$ cat src/rtl/riscv_alu_pkg.sv
// Shared encodings for the execute-stage arithmetic units.
// Contents: funct[1:0] codes for DIV/DIVU/REM/REMU, divider FSM states and small decode helpers.
// No logic. Every divider file imports this package.
package riscv_alu_pkg;

    localparam logic [1:0] FN_DIV  = 2'b00;
    localparam logic [1:0] FN_DIVU = 2'b01;
    localparam logic [1:0] FN_REM  = 2'b10;
    localparam logic [1:0] FN_REMU = 2'b11;

    typedef enum logic [1:0] {
        IDLE = 2'd0,
        PREP = 2'd1,
        CALC = 2'd2,
        FIN  = 2'd3
    } state_t;

    function automatic logic fn_is_signed(input logic [1:0] fn);
        return (fn == FN_DIV) || (fn == FN_REM);
    endfunction

    function automatic logic fn_is_rem(input logic [1:0] fn);
        return (fn == FN_REM) || (fn == FN_REMU);
    endfunction

endpackage

$ cat src/rtl/div32_seq_if.sv
// Request/response bundle between the execute stage and the sequential divider.
// Signals: start, funct, srca and srcb (requester to divider); busy, done and result (divider to requester).
// The master modport is the requester side and the slave modport is the divider side.
interface div32_seq_if #(
    parameter int WIDTH = 32
);
    logic             start;
    logic [1:0]       funct;
    logic [WIDTH-1:0] srca;
    logic [WIDTH-1:0] srcb;
    logic             busy;
    logic             done;
    logic [WIDTH-1:0] result;

    modport master (
        output start, funct, srca, srcb,
        input  busy, done, result
    );

    modport slave (
        input  start, funct, srca, srcb,
        output busy, done, result
    );
endinterface

$ cat src/rtl/div_step.sv
// One combinational restoring-division iteration.
// Inputs: rem, quo and divisor. Outputs: rem_next and quo_next. There are no registers.
// The dividend bits are fed in from the quo MSB, and quo_next collects the quotient bits.
module div_step #(
    parameter int WIDTH = 32
) (
    input  logic [WIDTH-1:0] rem,
    input  logic [WIDTH-1:0] quo,
    input  logic [WIDTH-1:0] divisor,
    output logic [WIDTH-1:0] rem_next,
    output logic [WIDTH-1:0] quo_next
);
    logic [WIDTH:0]   part;
    logic [WIDTH+1:0] sum;
    logic [WIDTH:0]   sel;
    logic             ge;
    logic             unused_sel_msb;

    // The partial remainder is WIDTH+1 bits wide because the shifted-in bit can push it past 2^WIDTH.
    assign part = {rem, quo[WIDTH-1]};

    // part - divisor is computed as part + ~divisor + 1 in WIDTH+2 bits.
    // The carry out is 1 exactly when there is no borrow, which means part >= divisor.
    assign sum = {1'b0, part} + {1'b0, ~{1'b0, divisor}} + {{(WIDTH+1){1'b0}}, 1'b1};
    assign ge  = sum[WIDTH+1];

    assign sel      = ge ? sum[WIDTH:0] : part;
    // The restored remainder is always below the divisor, so the top bit is always zero.
    assign rem_next = sel[WIDTH-1:0];
    assign quo_next = {quo[WIDTH-2:0], ge};

    assign unused_sel_msb = sel[WIDTH];
endmodule

$ cat src/rtl/div32_seq.sv
// Multi-cycle radix-2 restoring divider for RV32M DIV/DIVU/REM/REMU.
// Ports: clk and reset (synchronous, active-high). The bus (slave) carries start, funct, srca, srcb, busy, done and result.
// Latency is start+WIDTH+2. With DIV_EARLY_OUT_EN defined, divide-by-zero and signed overflow finish at start+2. A start seen while busy is dropped.
module div32_seq
    import riscv_alu_pkg::*;
#(
    parameter int WIDTH = 32
) (
    input  logic        clk,
    input  logic        reset,
    div32_seq_if.slave  bus
);
    localparam int               CW      = $clog2(WIDTH);
    localparam logic [WIDTH-1:0] ONE     = {{(WIDTH-1){1'b0}}, 1'b1};
    localparam logic [WIDTH-1:0] MIN_NEG = {1'b1, {(WIDTH-1){1'b0}}};
`ifdef DIV_EARLY_OUT_EN
    localparam logic EARLY_OUT = 1'b1;
`else
    localparam logic EARLY_OUT = 1'b0;
`endif

    state_t           state, state_n;
    logic [1:0]       fn_q;
    logic [WIDTH-1:0] a_q, b_q, rem_q, quo_q, result_q;
    logic [CW-1:0]    cnt_q;
    logic             qneg_q, rneg_q;

    logic             sgn, sa, sb, div_zero, ovf, early, last_iter;
    logic [WIDTH-1:0] a_abs, b_abs, rem_step, quo_step, quo_fix, rem_fix, fin_val;

    div_step #(.WIDTH(WIDTH)) u_step (
        .rem      (rem_q),
        .quo      (quo_q),
        .divisor  (b_q),
        .rem_next (rem_step),
        .quo_next (quo_step)
    );

    // Operand conditioning runs in PREP on the operands captured when start was accepted.
    // The abs of MIN_NEG wraps back to MIN_NEG, and that value is correct when read as unsigned.
    assign sgn      = fn_is_signed(fn_q);
    assign sa       = sgn & a_q[WIDTH-1];
    assign sb       = sgn & b_q[WIDTH-1];
    assign a_abs    = sa ? (~a_q + ONE) : a_q;
    assign b_abs    = sb ? (~b_q + ONE) : b_q;
    assign div_zero = (b_q == '0);
    assign ovf      = sgn && (a_q == MIN_NEG) && (b_q == '1);
    assign early    = EARLY_OUT & (div_zero | ovf);
    assign last_iter = (cnt_q == CW'(WIDTH - 1));

    // Sign fix-up. A zero divisor already gives an all-ones quotient and must not be negated, so qneg is cleared for that case.
    assign quo_fix = qneg_q ? (~quo_q + ONE) : quo_q;
    assign rem_fix = rneg_q ? (~rem_q + ONE) : rem_q;
    assign fin_val = fn_is_rem(fn_q) ? rem_fix : quo_fix;

    always_comb begin
        state_n = state;
        case (state)
            IDLE:    if (bus.start) state_n = PREP;
            PREP:    state_n = early ? FIN : CALC;
            CALC:    if (last_iter) state_n = FIN;
            FIN:     state_n = IDLE;
            default: state_n = IDLE;
        endcase
    end

    always_ff @(posedge clk) begin
        if (reset) begin
            state    <= IDLE;
            fn_q     <= '0;
            a_q      <= '0;
            b_q      <= '0;
            rem_q    <= '0;
            quo_q    <= '0;
            result_q <= '0;
            cnt_q    <= '0;
            qneg_q   <= 1'b0;
            rneg_q   <= 1'b0;
        end else begin
            state <= state_n;
            case (state)
                IDLE: begin
                    if (bus.start) begin
                        fn_q <= bus.funct;
                        a_q  <= bus.srca;
                        b_q  <= bus.srcb;
                    end
                end
                PREP: begin
                    b_q    <= b_abs;
                    qneg_q <= (sa ^ sb) & ~div_zero;
                    rneg_q <= sa;
                    cnt_q  <= '0;
                    if (early) begin
                        // Load the values the full iteration would have produced.
                        quo_q <= div_zero ? '1 : a_abs;
                        rem_q <= div_zero ? a_abs : '0;
                    end else begin
                        quo_q <= a_abs;
                        rem_q <= '0;
                    end
                end
                CALC: begin
                    rem_q <= rem_step;
                    quo_q <= quo_step;
                    cnt_q <= cnt_q + CW'(1);
                end
                FIN: begin
                    result_q <= fin_val;
                end
                default: ;
            endcase
        end
    end

    // During FIN the fixed-up value is passed straight through, so result is valid in the same cycle as done.
    assign bus.busy   = (state != IDLE);
    assign bus.done   = (state == FIN);
    assign bus.result = (state == FIN) ? fin_val : result_q;
endmodule

$ cat src/flat_wrapper.sv
// flat-port wrapper written by rule: the top's interface ports become plain ports
module div32_seq_flat import riscv_alu_pkg::*;
#(
    parameter int WIDTH = 32
)
  (clk, reset, bus_start, bus_funct, bus_srca, bus_srcb, bus_busy, bus_done, bus_result);
  div32_seq_if #(.WIDTH(WIDTH)) bus_i ();
  input  logic clk;
  input  logic reset;
  input wire logic [$bits(bus_i.start)-1:0] bus_start;
  input wire logic [$bits(bus_i.funct)-1:0] bus_funct;
  input wire logic [$bits(bus_i.srca)-1:0] bus_srca;
  input wire logic [$bits(bus_i.srcb)-1:0] bus_srcb;
  output wire logic [$bits(bus_i.busy)-1:0] bus_busy;
  output wire logic [$bits(bus_i.done)-1:0] bus_done;
  output wire logic [$bits(bus_i.result)-1:0] bus_result;
  assign bus_i.start = bus_start;
  assign bus_i.funct = bus_funct;
  assign bus_i.srca = bus_srca;
  assign bus_i.srcb = bus_srcb;
  assign bus_busy = bus_i.busy;
  assign bus_done = bus_i.done;
  assign bus_result = bus_i.result;
  div32_seq #(.WIDTH(WIDTH)) u_core (.clk(clk), .reset(reset), .bus(bus_i));
endmodule
$ cat config.mk
export PLATFORM = sky130hd
export DESIGN_NAME = div32_seq_flat
export DESIGN_NICKNAME = d
export VERILOG_FILES = /design/src/rtl/riscv_alu_pkg.sv /design/src/rtl/div32_seq_if.sv /design/src/rtl/div_step.sv /design/src/rtl/div32_seq.sv /design/src/flat_wrapper.sv
export SDC_FILE = /design/constraint.sdc
export NUM_CORES = 1
export LEC_CHECK = 0
export ABC_AREA = 1
export CORE_ASPECT_RATIO = 0.5
export CORE_MARGIN = 2
export CORE_UTILIZATION = 30
export CTS_CLUSTER_SIZE = 40
export DETAILED_ROUTE_END_ITERATION = 16
export GPL_TIMING_DRIVEN = 0
export PLACE_DENSITY = 0.54
export SETUP_SLACK_MARGIN = 0.4
export SYNTH_ARGS = -nofsm -noshare
export SYNTH_HDL_FRONTEND = slang
export SYNTH_SLANG_ARGS = --single-unit
$ cat constraint.sdc
create_clock -name clk -period 6.35 [get_ports clk]
set_clock_uncertainty 0.15 [all_clocks]
set_input_delay 1.905 -clock clk [delete_from_list [all_inputs] [get_ports clk]]
set_output_delay 1.905 -clock clk [all_outputs]
set_load 0.01 [all_outputs]
# Word-level counts from Yosys, hierarchy flattened
# Cells that the tools add are included.
[totals]
word_cells = 62
reg_bits = 171
output_inout_bits = 34
input_bits = 69
[op_classes]
bitwise = 10
n_reduce_logical = 11
n_addsub = 7
eq_ne = 9
mux = 15
[op_table]
columns = ["cell", "count"]
rows = [
  ["$mux W32", 8],
  ["$pmux W32 S2", 3],
  ["$add A32 B1 Y32 const B", 4],
  ["$not A32 Y32", 4],
  ["$add A33 B33 Y34", 1],
  ["$add A34 B1 Y34 const B", 1],
  ["$not A32 Y33", 1],
  ["$logic_not A32 Y1", 1],
  ["$pmux W5 S2", 1],
  ["$eq A2 B2 Y1 const B", 4],
  ["$pmux W2 S4", 1],
  ["$reduce_bool A2 Y1", 3],
  ["$add A5 B1 Y5 const B", 1],
  ["$eq A5 B5 Y1 const B", 1],
  ["$logic_not A2 Y1", 2],
  ["$mux W2", 2],
  ["$ne A2 B1 Y1 const B", 2],
  ["$reduce_and A2 Y1", 2],
  ["$and A1 B1 Y1", 3],
  ["$reduce_and A3 Y1", 1],
  ["$eq A2 B1 Y1 const B", 1],
  ["$logic_or A1 B1 Y1", 2],
  ["$ne A2 B2 Y1 const B", 1],
  ["$not A1 Y1", 1],
  ["$xor A1 B1 Y1", 1],
]

# Longest topological paths before layout
[depth]
depth_word = 5
mapped_depth = 17
ltp_nobuf = 16

# Hierarchy
# A second synthesis with hierarchy kept.
[unflattened]
hier_cells = 2418
hier_area_um2 = 14062.2
[modules_own_cells]
columns = ["module", "instances", "area_each_um2", "cells_each", "seq_area_each_um2"]
rows = [
  ["div32_seq", 1, 10704.0, 1748, 3423.3],
  ["div_step", 1, 3358.2, 670, 0.0],
]

# Least setup slack after synthesis
# OpenSTA, ideal clock, no wires.
[synth_timing]
path_type = "register -> output"
startpoint = "register u_core.quo_q[0]"
endpoint = "output port bus_result[20]"
arrival_time_ns = 1.631
path_buffers = 0
t_required_ns = 4.295
setup_slack_ns = 2.664
path_stages_with_launch = 12
cell_sequence = "dfxtp_1 > inv_1 > ha_1 > nand3_1 > o21ai_2 > nand3_2 > nor2_4 > nand2_1 > nand3_1 > o21ai_0 > o21ai_1 > inv_1"
[synth_between]
elab_chain_len = 5
[synth_rtl]
columns = ["item", "line_no", "text"]
rows = [
  ["from (decl)", "div32_seq.sv:24", "logic [WIDTH-1:0] a_q, b_q, rem_q, quo_q, result_q;"],
  ["from (signal assigned)", "div32_seq.sv:96", "quo_q <= div_zero ? '1 : a_abs;"],
  ["from (signal assigned)", "div32_seq.sv:99", "quo_q <= a_abs;"],
  ["from (signal assigned)", "div32_seq.sv:105", "quo_q <= quo_step;"],
  ["$not A32 Y32", "div32_seq.sv:52", "assign quo_fix = qneg_q ? (~quo_q + ONE) : quo_q;"],
  ["$add A32 B1 Y32", "div32_seq.sv:52", ""],
  ["$mux W32", "div32_seq.sv:52", ""],
  ["$mux W32", "div32_seq.sv:54", "assign fin_val = fn_is_rem(fn_q) ? rem_fix : quo_fix;"],
  ["$mux W32", "div32_seq.sv:119", "assign bus.result = (state == FIN) ? fin_val : result_q;"],
  ["to (decl)", "flat_wrapper.sv:16", "output wire logic [$bits(bus_i.result)-1:0] bus_result;"],
]
# No other way between the ends.

# Worst setup path in the final report
[layout_timing]
startpoint = "register u_core.rem_q[0]"
endpoint = "output port bus_result[28]"
[layout_between]
elab_chain_len = 5
[layout_rtl]
columns = ["item", "line_no", "text"]
rows = [
  ["from (decl)", "div32_seq.sv:24", ""],
  ["from (signal assigned)", "div32_seq.sv:97", "rem_q <= div_zero ? a_abs : '0;"],
  ["from (signal assigned)", "div32_seq.sv:104", "rem_q <= rem_step;"],
  ["$not A32 Y32", "div32_seq.sv:53", "assign rem_fix = rneg_q ? (~rem_q + ONE) : rem_q;"],
  ["$add A32 B1 Y32", "div32_seq.sv:53", ""],
  ["$mux W32", "div32_seq.sv:53", ""],
  ["$mux W32", "div32_seq.sv:54", ""],
  ["$mux W32", "div32_seq.sv:119", ""],
]
# No other way between the ends.

==> flow_summary.toml <==
[cts]
clkSinkCount = 171
htree_levels = 4
clock_latency_ns = 0.46
cts_tree = "done"
post_cts_resized = 0
cts_hold_buffers = 0
cts.path.max_buffers = 2
post-cts-setup-buffers = 0
root_buffer = "clkbuf_16"
cts_buffers = 17
clkSlewWorstSetupHoldPaths_ns = 0.08

[global_routing]
gr-total-overflow = 0
grt_max_degree = 17
grt_use_total_pct = 22.7
antenna_found_initial = 0
grt_pass1_wl_um = 80600
grt_pass1_vias = 14077

[power_and_ir_drop]
internal-power_mw = 3.28
power.share.clock_pct = 17.4
switchingPower_mw = 3.67
ir_drop_v = 0.000140
power_density_mw_per_mm2 = 442
leakage_nw = 7.43
comb_power_share_pct = 60.8
switching_share_pct = 52.8
p_seq_share_pct = 21.8

[logic_synthesis]
synth_top_area_share_pct = 25.7
synth.distinct_cells = 46
ys_seq_area_share_pct = 25.7
synth_cells = 2269
synth_area_mm2 = 0.0133
yosys_warnings = 0
synth-seq-cells = 171
synth_fp_nets = 2381
synth_area_per_cell_um2 = 5.87
synth_flop_cell = "dfxtp_1"
synth_top_cell_by_area = "dfxtp_1"
synth_area_leaders = "dfxtp_1 (26%), nand2_1 (18%), nand3_1 (8.5%)"
synthArstFlopShare_pct = 0
synth_edf_count = 0

[worst_setup_path]
start_kind = "flip-flop"
endpoint_kind = "primary output"
arrival_ns = 3.27
cp.required_ns = 4.30
path_max_fanout = 6
worstSetupPathType = "flip-flop to primary output"

[final_layout]
final_util_pct = 36.0
final_cell_mix = "nand2_1 (628), inv_1 (302), nand3_1 (227)"
drive_gt1_share_pct = 5.79
fin_nets = 2501
layout_commonest_cell = "nand2_1"
area_growth_pct = 18.1

[detailed_routing]
drt_iter0_drc = 1393
avgRoutedWirePerCell_um = 17.6
wirelength_um = 52600
viasPerCell = 5.06
drtPass1Iterations = 8
ant_nets = 0
drc = 0
vias = 15138

[timing]
relSlewSlack_pct = 42.5
tightest_slew_ns = 0.863
post-route-period-util_pct = 83.8
fmax_ghz = 0.188
maxSlewViolCount = 0
setup_viol = 0
rsz0062_at_grt = "false"
final_hold_viol_count = 0
setup_slack_ns = 1.03
finalCriticalPeriod_ns = 5.32
setup_tns_ns = 0

[floorplan]
io-pin-count = 103
dieHeight_um = 153
coreArea_mm2 = 0.0437
initial_core_util_pct = 30.5
die_area_mm2 = 0.0462
die_w_um = 302
fp-row-count = 54

[placement]
gp_congestion = 0.953
place_hpwl_um = 43100
io_buffers = 101
place_ws_ns = 1.53

[outcome]
status = "complete, no violations"

[min_path]
min_path_type = "flip-flop to flip-flop"

[job]
drv_cap = 0
## final cells by class
class,count,area (µm²)
Buffer,89,420
Tap cell,588,736
Fill cell,4865,28000
Sequential cell,171,3420
Multi-Input combinational cell,1691,8290
Antenna cell,1,2.50
Timing Repair Buffer,101,1010
Inverter,318,1190
Clock buffer,17,425
Clock inverter,15,233
## final timing paths
| check | startpoint | end | slack (ns) | cells past startpoint |
|---|---|---|---|---|
| worst max-delay path | u_core.rem_q[0]$_SDFFE_PP0P_ | bus_result[28] | 1.03 | 13 |
| worst min-delay path | u_core.b_q[17]$_SDFFE_PP0P_ | u_core.b_q[17]$_SDFFE_PP0P_ | 0.32 | 2 |
| worst max register to register | u_core.b_q[5]$_SDFFE_PP0P_ | u_core.rem_q[28]$_SDFFE_PP0P_ | 3.48 | 14 |
| worst min register to register | u_core.b_q[17]$_SDFFE_PP0P_ | u_core.b_q[17]$_SDFFE_PP0P_ | 0.32 | 2 |
## stage by stage
step	hold slack, ns	instance area [µm²]	std cells	total power [mW]
4_1_cts	0.318	15700	2990	6.90
2_1_floorplan	0.294	13300	2269	4.36
3_3_place_gp	0.304	15100	2958	5.68
5_1_grt	0.337	15700	2990	7.50
3_5_place_dp	0.306	15100	2958	5.68
6_report	0.320	15700	2991	6.95
## critical path, cell delays in order (launching register included)
cell	delay, ns
dfxtp_1	0.38
inv_1	0.28
ha_1	0.27
nand4_1	0.18
nand2_1	0.15
nand3_1	0.16
nor2_2	0.30
nand3_1	0.11
nand2_1	0.07
nand3_1	0.09
nand3_1	0.13
nand2_1	0.10
inv_1	0.07
clkdlybuf4s50_1	0.52
## power groups by stage
stage	Sequential (mW)	Combinational (mW)	Clock [mW]
2_1_floorplan	1.47	2.90	0
3_3_place_gp	1.53	4.15	0
3_5_place_dp	1.53	4.15	0
4_1_cts	1.51	4.18	1.22
5_1_grt	1.54	4.69	1.27
6_report	1.52	4.23	1.21
## cell usage after synthesis, types with 4 or more instances
library cell and instances:
a221oi_1 8, a31oi_1 23, inv_1 302, xnor2_1 14
dfxtp_1 171, o22ai_1 26, nor4_1 4, o21ai_1 9
nand3_2 22, nor3_1 23, nor2_1 218, xor2_1 15
clkbuf_1 58, o21ai_0 138, ha_1 42, nand2_1 628
or2_2 15, a21oi_1 184, buf_1 6, nor3_2 5
nand3_1 227, o211ai_1 9, buf_2 15, nor2_2 9
buf_6 4, inv_2 15, nand2_2 6, nand3b_1 7
buf_4 4, nand4_1 34
## kinds of logic after synthesis
group           synth area share, %
xor+xnor                       1.91
fa+ha+maj                      4.09
compound gates                 16.7
buf+inv                        12.1
flops                          25.7
simple gates                   39.5
## state kept, by name, summed over array words and instances (netlist names)
register and flops:
u_core.fn_q 2, u_core.rneg_q 1, u_core.quo_q 32, u_core.a_q 32, u_core.b_q 32, u_core.qneg_q 1
u_core.cnt_q 5, u_core.result_q 32, u_core.state 2, u_core.rem_q 32
## metal layers
layer	vias up	share of wire (%)	global-route usage [%]
met5	-	0	0
met4	0	2.6	7.12
met3	59	5.7	2.64
met2	424	44	35.6
met1	7015	48	32.3
li1	7640	-	-
(Power assumes the default switching activity.)
